--- src/rtl/edge_mon_pkg.sv ---
`default_nettype none
// ============================================================================
// Module      : edge_mon_pkg
// Description : Shared types, parameter bounds and edge-match helper for the
//               edge event monitor.
// Revision    : 1.0 - initial release
// ============================================================================
package edge_mon_pkg;

    // Per-channel edge selection, two bits per channel on the mode bus.
    typedef enum logic [1:0] {
        MODE_OFF  = 2'b00,
        MODE_RISE = 2'b01,
        MODE_FALL = 2'b10,
        MODE_BOTH = 2'b11
    } edge_mode_e;

    // Legal parameter ranges.
    localparam int c_num_ch_min      = 1;
    localparam int c_num_ch_max      = 32;
    localparam int c_cnt_w_min       = 2;
    localparam int c_cnt_w_max       = 16;
    localparam int c_sync_stages_min = 0;
    localparam int c_sync_stages_max = 3;

    // Priming counter must hold c_sync_stages_max + 1.
    localparam int c_prime_w = 3;

    // True when a detected rise/fall is one the selected mode listens for.
    function automatic logic edge_match(input edge_mode_e m, input logic rise, input logic fall);
        return (rise && (m == MODE_RISE || m == MODE_BOTH)) ||
               (fall && (m == MODE_FALL || m == MODE_BOTH));
    endfunction

endpackage
`default_nettype wire

--- src/rtl/edge_mon_chan.sv ---
`default_nettype none
// ============================================================================
// Module      : edge_mon_chan
// Description : One monitored channel: input synchroniser, edge detector with
//               post-reset priming, qualification, sticky pending flag and
//               saturating event counter.
// Revision    : 1.0 - initial release
// ============================================================================
module edge_mon_chan
    import edge_mon_pkg::*;
#(
    parameter int CNT_W       = 8,
    parameter int SYNC_STAGES = 2
) (
    input  logic             clk,
    input  logic             reset,
    input  logic             sig_in,
    input  logic             qual_en,
    input  edge_mode_e       mode,
    input  logic             ack,
    input  logic             cnt_clr,
    output logic             event_pulse,
    output logic             event_pending,
    output logic [CNT_W-1:0] event_cnt
);

    localparam logic [c_prime_w-1:0] c_prime_init = c_prime_w'(SYNC_STAGES + 1);
    localparam logic [CNT_W-1:0]     c_cnt_max    = {CNT_W{1'b1}};

    logic                 w_sync;
    logic                 w_primed;
    logic                 w_accept;
    logic [c_prime_w-1:0] r_prime;
    logic                 r_prev;
    logic                 r_rise;
    logic                 r_fall;
    logic                 r_pulse;
    logic                 r_pending;
    logic [CNT_W-1:0]     r_cnt;

    generate
        if (SYNC_STAGES > 0) begin : g_sync
            logic [SYNC_STAGES-1:0] r_sync;

            // Shift the raw level through the synchroniser chain.
            always_ff @(posedge clk) begin
                if (reset) begin
                    r_sync <= '0;
                end else begin
                    r_sync[0] <= sig_in;
                    for (int i = 1; i < SYNC_STAGES; i++) begin
                        r_sync[i] <= r_sync[i-1];
                    end
                end
            end

            assign w_sync = r_sync[SYNC_STAGES-1];
        end else begin : g_nosync
            assign w_sync = sig_in;
        end
    endgenerate

    // Edges are ignored until the synchroniser and prev hold post-reset data,
    // so a level held high through reset is not mistaken for a rise.
    assign w_primed = (r_prime == '0);

    // Priming countdown, prev tracking and registered raw edge detection;
    // prev follows the sync output every cycle independent of mode/qualifier.
    always_ff @(posedge clk) begin
        if (reset) begin
            r_prime <= c_prime_init;
            r_prev  <= 1'b0;
            r_rise  <= 1'b0;
            r_fall  <= 1'b0;
        end else begin
            if (!w_primed) begin
                r_prime <= r_prime - 1'b1;
            end
            r_prev <= w_sync;
            r_rise <= w_primed &  w_sync & ~r_prev;
            r_fall <= w_primed & ~w_sync &  r_prev;
        end
    end

    // Mode and qualifier are applied combinationally, so a change acts at once
    // and an unqualified edge is simply lost.
    assign w_accept = edge_match(mode, r_rise, r_fall) & qual_en;

    // Event strobe, sticky pending (new event beats ack) and saturating count
    // (a clear coinciding with an event leaves a count of one).
    always_ff @(posedge clk) begin
        if (reset) begin
            r_pulse   <= 1'b0;
            r_pending <= 1'b0;
            r_cnt     <= '0;
        end else begin
            r_pulse   <= w_accept;
            r_pending <= w_accept | (r_pending & ~ack);
            if (cnt_clr) begin
                r_cnt <= w_accept ? CNT_W'(1) : '0;
            end else if (w_accept && (r_cnt != c_cnt_max)) begin
                r_cnt <= r_cnt + 1'b1;
            end
        end
    end

    assign event_pulse   = r_pulse;
    assign event_pending = r_pending;
    assign event_cnt     = r_cnt;

endmodule
`default_nettype wire

--- src/rtl/edge_event_monitor.sv ---
`default_nettype none
// ============================================================================
// Module      : edge_event_monitor
// Description : Multi-channel edge event monitor; replicates edge_mon_chan per
//               channel and ORs masked pending flags into one interrupt.
// Revision    : 1.0 - initial release
// ============================================================================
module edge_event_monitor
    import edge_mon_pkg::*;
#(
    parameter int NUM_CH      = 4,
    parameter int CNT_W       = 8,
    parameter int SYNC_STAGES = 2
) (
    input  logic                    clk,
    input  logic                    reset,
    input  logic [NUM_CH-1:0]       sig_in,
    input  logic [NUM_CH-1:0]       qual_en,
    input  logic [2*NUM_CH-1:0]     mode,
    input  logic [NUM_CH-1:0]       ack,
    input  logic [NUM_CH-1:0]       cnt_clr,
    input  logic [NUM_CH-1:0]       irq_mask,
    output logic [NUM_CH-1:0]       event_pulse,
    output logic [NUM_CH-1:0]       event_pending,
    output logic [NUM_CH*CNT_W-1:0] event_cnt,
    output logic                    irq
);

    generate
        if (NUM_CH < c_num_ch_min || NUM_CH > c_num_ch_max ||
            CNT_W < c_cnt_w_min || CNT_W > c_cnt_w_max ||
            SYNC_STAGES < c_sync_stages_min || SYNC_STAGES > c_sync_stages_max) begin : g_bad_params
            $error("edge_event_monitor: parameter out of range");
        end

        for (genvar g = 0; g < NUM_CH; g++) begin : g_chan
            edge_mon_chan #(
                .CNT_W       (CNT_W),
                .SYNC_STAGES (SYNC_STAGES)
            ) u_chan (
                .clk           (clk),
                .reset         (reset),
                .sig_in        (sig_in[g]),
                .qual_en       (qual_en[g]),
                .mode          (edge_mode_e'(mode[2*g +: 2])),
                .ack           (ack[g]),
                .cnt_clr       (cnt_clr[g]),
                .event_pulse   (event_pulse[g]),
                .event_pending (event_pending[g]),
                .event_cnt     (event_cnt[g*CNT_W +: CNT_W])
            );
        end
    endgenerate

    // Interrupt is a pure function of registered pending flags and the mask.
    assign irq = |(event_pending & irq_mask);

endmodule
`default_nettype wire

--- config.mk ---
export PLATFORM = sky130hd
export DESIGN_NAME = edge_event_monitor
export DESIGN_NICKNAME = d
export VERILOG_FILES = /design/src/rtl/edge_mon_pkg.sv /design/src/rtl/edge_mon_chan.sv /design/src/rtl/edge_event_monitor.sv
export SDC_FILE = /design/constraint.sdc
export NUM_CORES = 1
export LEC_CHECK = 0
export BUFFER_PORTS_ARGS = -buffer_cell sky130_fd_sc_hd__buf_2
export CAP_MARGIN = 0
export CORE_AREA = 3 3 82 84
export DETAILED_ROUTE_END_ITERATION = 10
export DIE_AREA = 0 0 85 87
export PLACE_DENSITY_LB_ADDON = 0.2
export SLEW_MARGIN = 10
export SYNTH_ARGS = -nofsm -noshare
export SYNTH_HDL_FRONTEND = slang
export SYNTH_SLANG_ARGS = --single-unit
--- constraint.sdc ---
create_clock -name clk -period 1.8 [get_ports clk]
set_input_delay 0.27 -clock clk [delete_from_list [all_inputs] [get_ports clk]]
set_output_delay 0.27 -clock clk [all_outputs]
set_load 0.05 [all_outputs]
==> reports/summary.json <==
{
  "worst_setup_path": {
    "critical_path_class": "flip-flop to flip-flop",
    "crit_path_cell_trace": "ha_1, nand2_1, or4b_2, o31ai_1, a21oi_1",
    "critical_path.reg2reg.endpoint": "g_chan[0].u_chan.event_cnt[6]$_SDFFE_PP0P_",
    "critical-path-max-stage-delay_ps": 650,
    "critical_path.reg2reg.startpoint": "g_chan[0].u_chan.event_cnt[1]$_SDFFE_PP0P_",
    "reg2reg_setup_slack_ps": 80,
    "ff2ff_path_depth": 5,
    "worstSetupStartpointType": "flip-flop",
    "cp.arrival_ps": 1950,
    "crit_slowest_cell": "sky130_fd_sc_hd__or4b_2",
    "endpoint_kind": "flip-flop",
    "required_ps": 2020,
    "crit_path_max_fanout": 4
  },
  "clocking": {
    "cts_tree": "done",
    "cts_hold_buf": 0,
    "clk_root_buffer_cell": "sky130_fd_sc_hd__clkbuf_8",
    "cts_resized": 0,
    "clock_latency_ps": 330,
    "cts_buffers": 9,
    "path_clk_slew_ps": 70,
    "ctsHtreeMaxLevel": 3,
    "cts_setup_buffers": 0,
    "clock-sinks": 72,
    "clockBufferDepth": 2
  },
  "die": {
    "die_h_um": 87,
    "floorplan.initialDensity_pct": 52.5,
    "die_w_um": 85,
    "io-pin-count": 71,
    "core_area_um2": 5990,
    "design.die.area_um2": 7400,
    "num_rows": 28
  },
  "yosys": {
    "synth.cell_area_um2": 3150,
    "dominantRegCellSynth": "sky130_fd_sc_hd__dfxtp_1",
    "synth_top_cells_by_area": "sky130_fd_sc_hd__dfxtp_1 46%, sky130_fd_sc_hd__ha_1 4.8%, sky130_fd_sc_hd__mux2i_1 3.2%",
    "synth-warning-count": 0,
    "synth-seq-cells": 72,
    "synth.most_common_cell": "sky130_fd_sc_hd__dfxtp_1",
    "post-synth-top-area-fraction_pct": 45.8,
    "synth.yosys.seq_area_share_pct": 45.8,
    "synth_nets": 383,
    "async_flop_share_pct": 0,
    "post_synth.cell_area_avg_um2": 9.22,
    "synth_cell_types": 44,
    "synth-edff-count": 0,
    "cell_type_with_the_highest_aggregate_area_in_the_netlist": "sky130_fd_sc_hd__dfxtp_1",
    "post_synth_most_frequent_cells": "72 x sky130_fd_sc_hd__dfxtp_1, 25 x sky130_fd_sc_hd__nand2_1, 25 x sky130_fd_sc_hd__nor2_1, 17 x sky130_fd_sc_hd__inv_1",
    "synthCells": 341
  },
  "worst_hold_path": {
    "worstHoldPathType": "input pin to flip-flop",
    "worstHoldPathCells": 2,
    "worst_min_delay_path_startpoint": "sig_in[2]",
    "min_to": "g_chan[2].u_chan.g_sync.r_sync[0]$_SDFF_PP0_"
  },
  "sta": {
    "worst_case_headroom_to_the_max_slew_limit_pct": 67.1,
    "fin_worst_hold_slack_ps": 144,
    "report.final.hold_viol_count": 0,
    "layout_worst_path_cycle_share_pct": 95.7,
    "setup_repair_after_global_routing_missed_its_margin": "false",
    "timing_max_transition_violations_final": 0,
    "tightestPinTransition_ps": 494,
    "timing.final.crit_period_ps": 1720,
    "clock_skew_ps": 5.59,
    "fmaxAchievable_ghz": 0.580,
    "setup_violations": 0,
    "final.setup.tns_ps": 0
  },
  "finish": {
    "finalNonFillerCells": 489,
    "final_layout_size_suffix_gt1_share_pct": 27.1,
    "n_fill_cell": 524,
    "design_area_um2": 3730,
    "final_nets": 451,
    "area_growth_syn_to_layout_pct": 18.7,
    "antennaDiodeCount": 0,
    "multi_input_area_um2": 1530,
    "ff_latch_area_um2": 1450
  },
  "grt": {
    "grt_max_degree": 30,
    "global_route.usage.total_pct": 17.4,
    "first_global_vias": 2401,
    "grt_pass1_wl_um": 10400,
    "initial_antenna_violation_count": 0,
    "grt_overflow_total": 0
  },
  "pwr": {
    "total_leakage_power_nw": 1.61,
    "pwr_per_cell_area_nw_per_um2": 866,
    "worst_ir_drop_vdd_mv": 0.519
  },
  "place": {
    "hpwlAfterDp_um": 4580,
    "dpl-instance-area_um2": 3530,
    "portBuffers": 70,
    "routability_congestion_estimate_from_global_placement": 0.818,
    "placed_instances": 473
  },
  "drt": {
    "vias": 2601,
    "wl_per_cell_um": 12.6,
    "drt-vias-per-instance": 5.32,
    "remaining_drc_errors": 0,
    "dr.first_iter.drc_count": 68,
    "detail-route-antenna-nets": 0,
    "finalWirelength_um": 6140,
    "drt_pass1_iterations": 4
  },
  "status": {
    "status": "complete, no violations"
  },
  "job": {
    "timing.max_cap.violations": 0
  }
}
cells by family (layout without fill, tap and decap cells):
| kind of cell | after synthesis | in the layout | synth area share [%] |
|---|---|---|---|
| adders and majority gates | 12 | 12 | 4.77 |
| buffers and inverters | 36 | 109 | 5.61 |
| and+or+nand+nor | 138 | 138 | 24.3 |
| AOI/OAI and AO/OA | 69 | 69 | 15.2 |
| DFF | 72 | 72 | 45.8 |
| xor gates and xnor gates | 4 | 4 | 1.11 |
| muxes | 10 | 10 | 3.18 |
routing by layer:
layer	track usage [%]	up-vias	routed length, um
met1	21.4	1180	2850
met5	0	-	0
met4	8.06	0	99
met2	28.3	60	2850
met3	4.82	10	330
li1	-	1351	-
stage by stage:
| step | total power [mW] | utilization, % | setup WS [ps] |
|---|---|---|---|
| 6_report | 3.24 | 62.3 | 76.6 |
| 5_1_grt | 3.40 | 62.3 | 10.3 |
| 4_1_cts | 3.28 | 62.3 | 94.0 |
| 3_5_place_dp | 2.01 | 59.0 | 111 |
| 3_3_place_gp | 1.99 | 59.0 | 140 |
| 2_1_floorplan | 1.93 | - | -47.6 |
worst max-delay path by stage:
stage,slack [ps],depth (start not counted),endpoint,from
after floorplan,-50,5,g_chan[0].u_chan.event_cnt[6]$_SDFFE_PP0P_,g_chan[0].u_chan.event_cnt[0]$_SDFFE_PP0P_
after global placement,140,5,g_chan[0].u_chan.event_cnt[6]$_SDFFE_PP0P_,g_chan[0].u_chan.event_cnt[0]$_SDFFE_PP0P_
after detailed placement,110,5,g_chan[0].u_chan.event_cnt[6]$_SDFFE_PP0P_,g_chan[0].u_chan.event_cnt[1]$_SDFFE_PP0P_
final,80,5,g_chan[0].u_chan.event_cnt[6]$_SDFFE_PP0P_,g_chan[0].u_chan.event_cnt[1]$_SDFFE_PP0P_
after CTS,90,5,g_chan[0].u_chan.event_cnt[6]$_SDFFE_PP0P_,g_chan[0].u_chan.event_cnt[1]$_SDFFE_PP0P_
after global routing,10,5,g_chan[0].u_chan.event_cnt[6]$_SDFFE_PP0P_,g_chan[0].u_chan.event_cnt[0]$_SDFFE_PP0P_
final cells by class:
| cell class | instances | share of cell area [%] |
|---|---|---|
| Inverter | 17 | 1.71 |
| Tap cell | 75 | 2.51 |
| Multi-Input combinational cell | 233 | 40.9 |
| Clock buffer | 13 | 4.26 |
| Timing Repair Buffer | 76 | 10.6 |
| Clock inverter | 3 | 1.07 |
| Sequential cell | 72 | 38.9 |
sequential cells by signal, summed over array words and instances (netlist names):
name / cells
g_chan.u_chan.r_prev: 4
g_chan.u_chan.r_fall: 4
g_chan.u_chan.g_sync.r_sync: 8
g_chan.u_chan.event_pulse: 4
g_chan.u_chan.r_prime: 12
g_chan.u_chan.event_cnt: 32
g_chan.u_chan.event_pending: 4
g_chan.u_chan.r_rise: 4
critical path, delay by kind of cell, from the launching register on:
| family | cells | cell delay [ps] |
|---|---|---|
| and+or+nand+nor | 2 | 730 |
| DFF | 1 | 360 |
| AOI/OAI and AO/OA | 2 | 300 |
| adders and majority gates | 1 | 220 |
report_power, final:
| part | switching (mW) | leakage (nW) | total, mW | internal (mW) |
|---|---|---|---|---|
| Sequential | 0.0332 | 0.590 | 1.69 | 1.66 |
| Clock | 0.555 | 0.103 | 1.27 | 0.713 |
| Combinational | 0.150 | 0.917 | 0.277 | 0.127 |
| Total | 0.738 | 1.61 | 3.24 | 2.50 |
placed cells by master (no fill, tap or decap), types with 11 or more instances in the layout:
cell                       instances
sky130_fd_sc_hd__nor2b_1          12
sky130_fd_sc_hd__nor2_1           25
sky130_fd_sc_hd__nand3_1          16
sky130_fd_sc_hd__nand2b_1         16
sky130_fd_sc_hd__inv_1            17
sky130_fd_sc_hd__clkbuf_8         11
sky130_fd_sc_hd__ha_1             12
sky130_fd_sc_hd__o21ai_0          13
sky130_fd_sc_hd__a21oi_1          16
sky130_fd_sc_hd__buf_2            70
sky130_fd_sc_hd__dfxtp_1          62
sky130_fd_sc_hd__nand2_1          25
(Power assumes the default switching activity.)
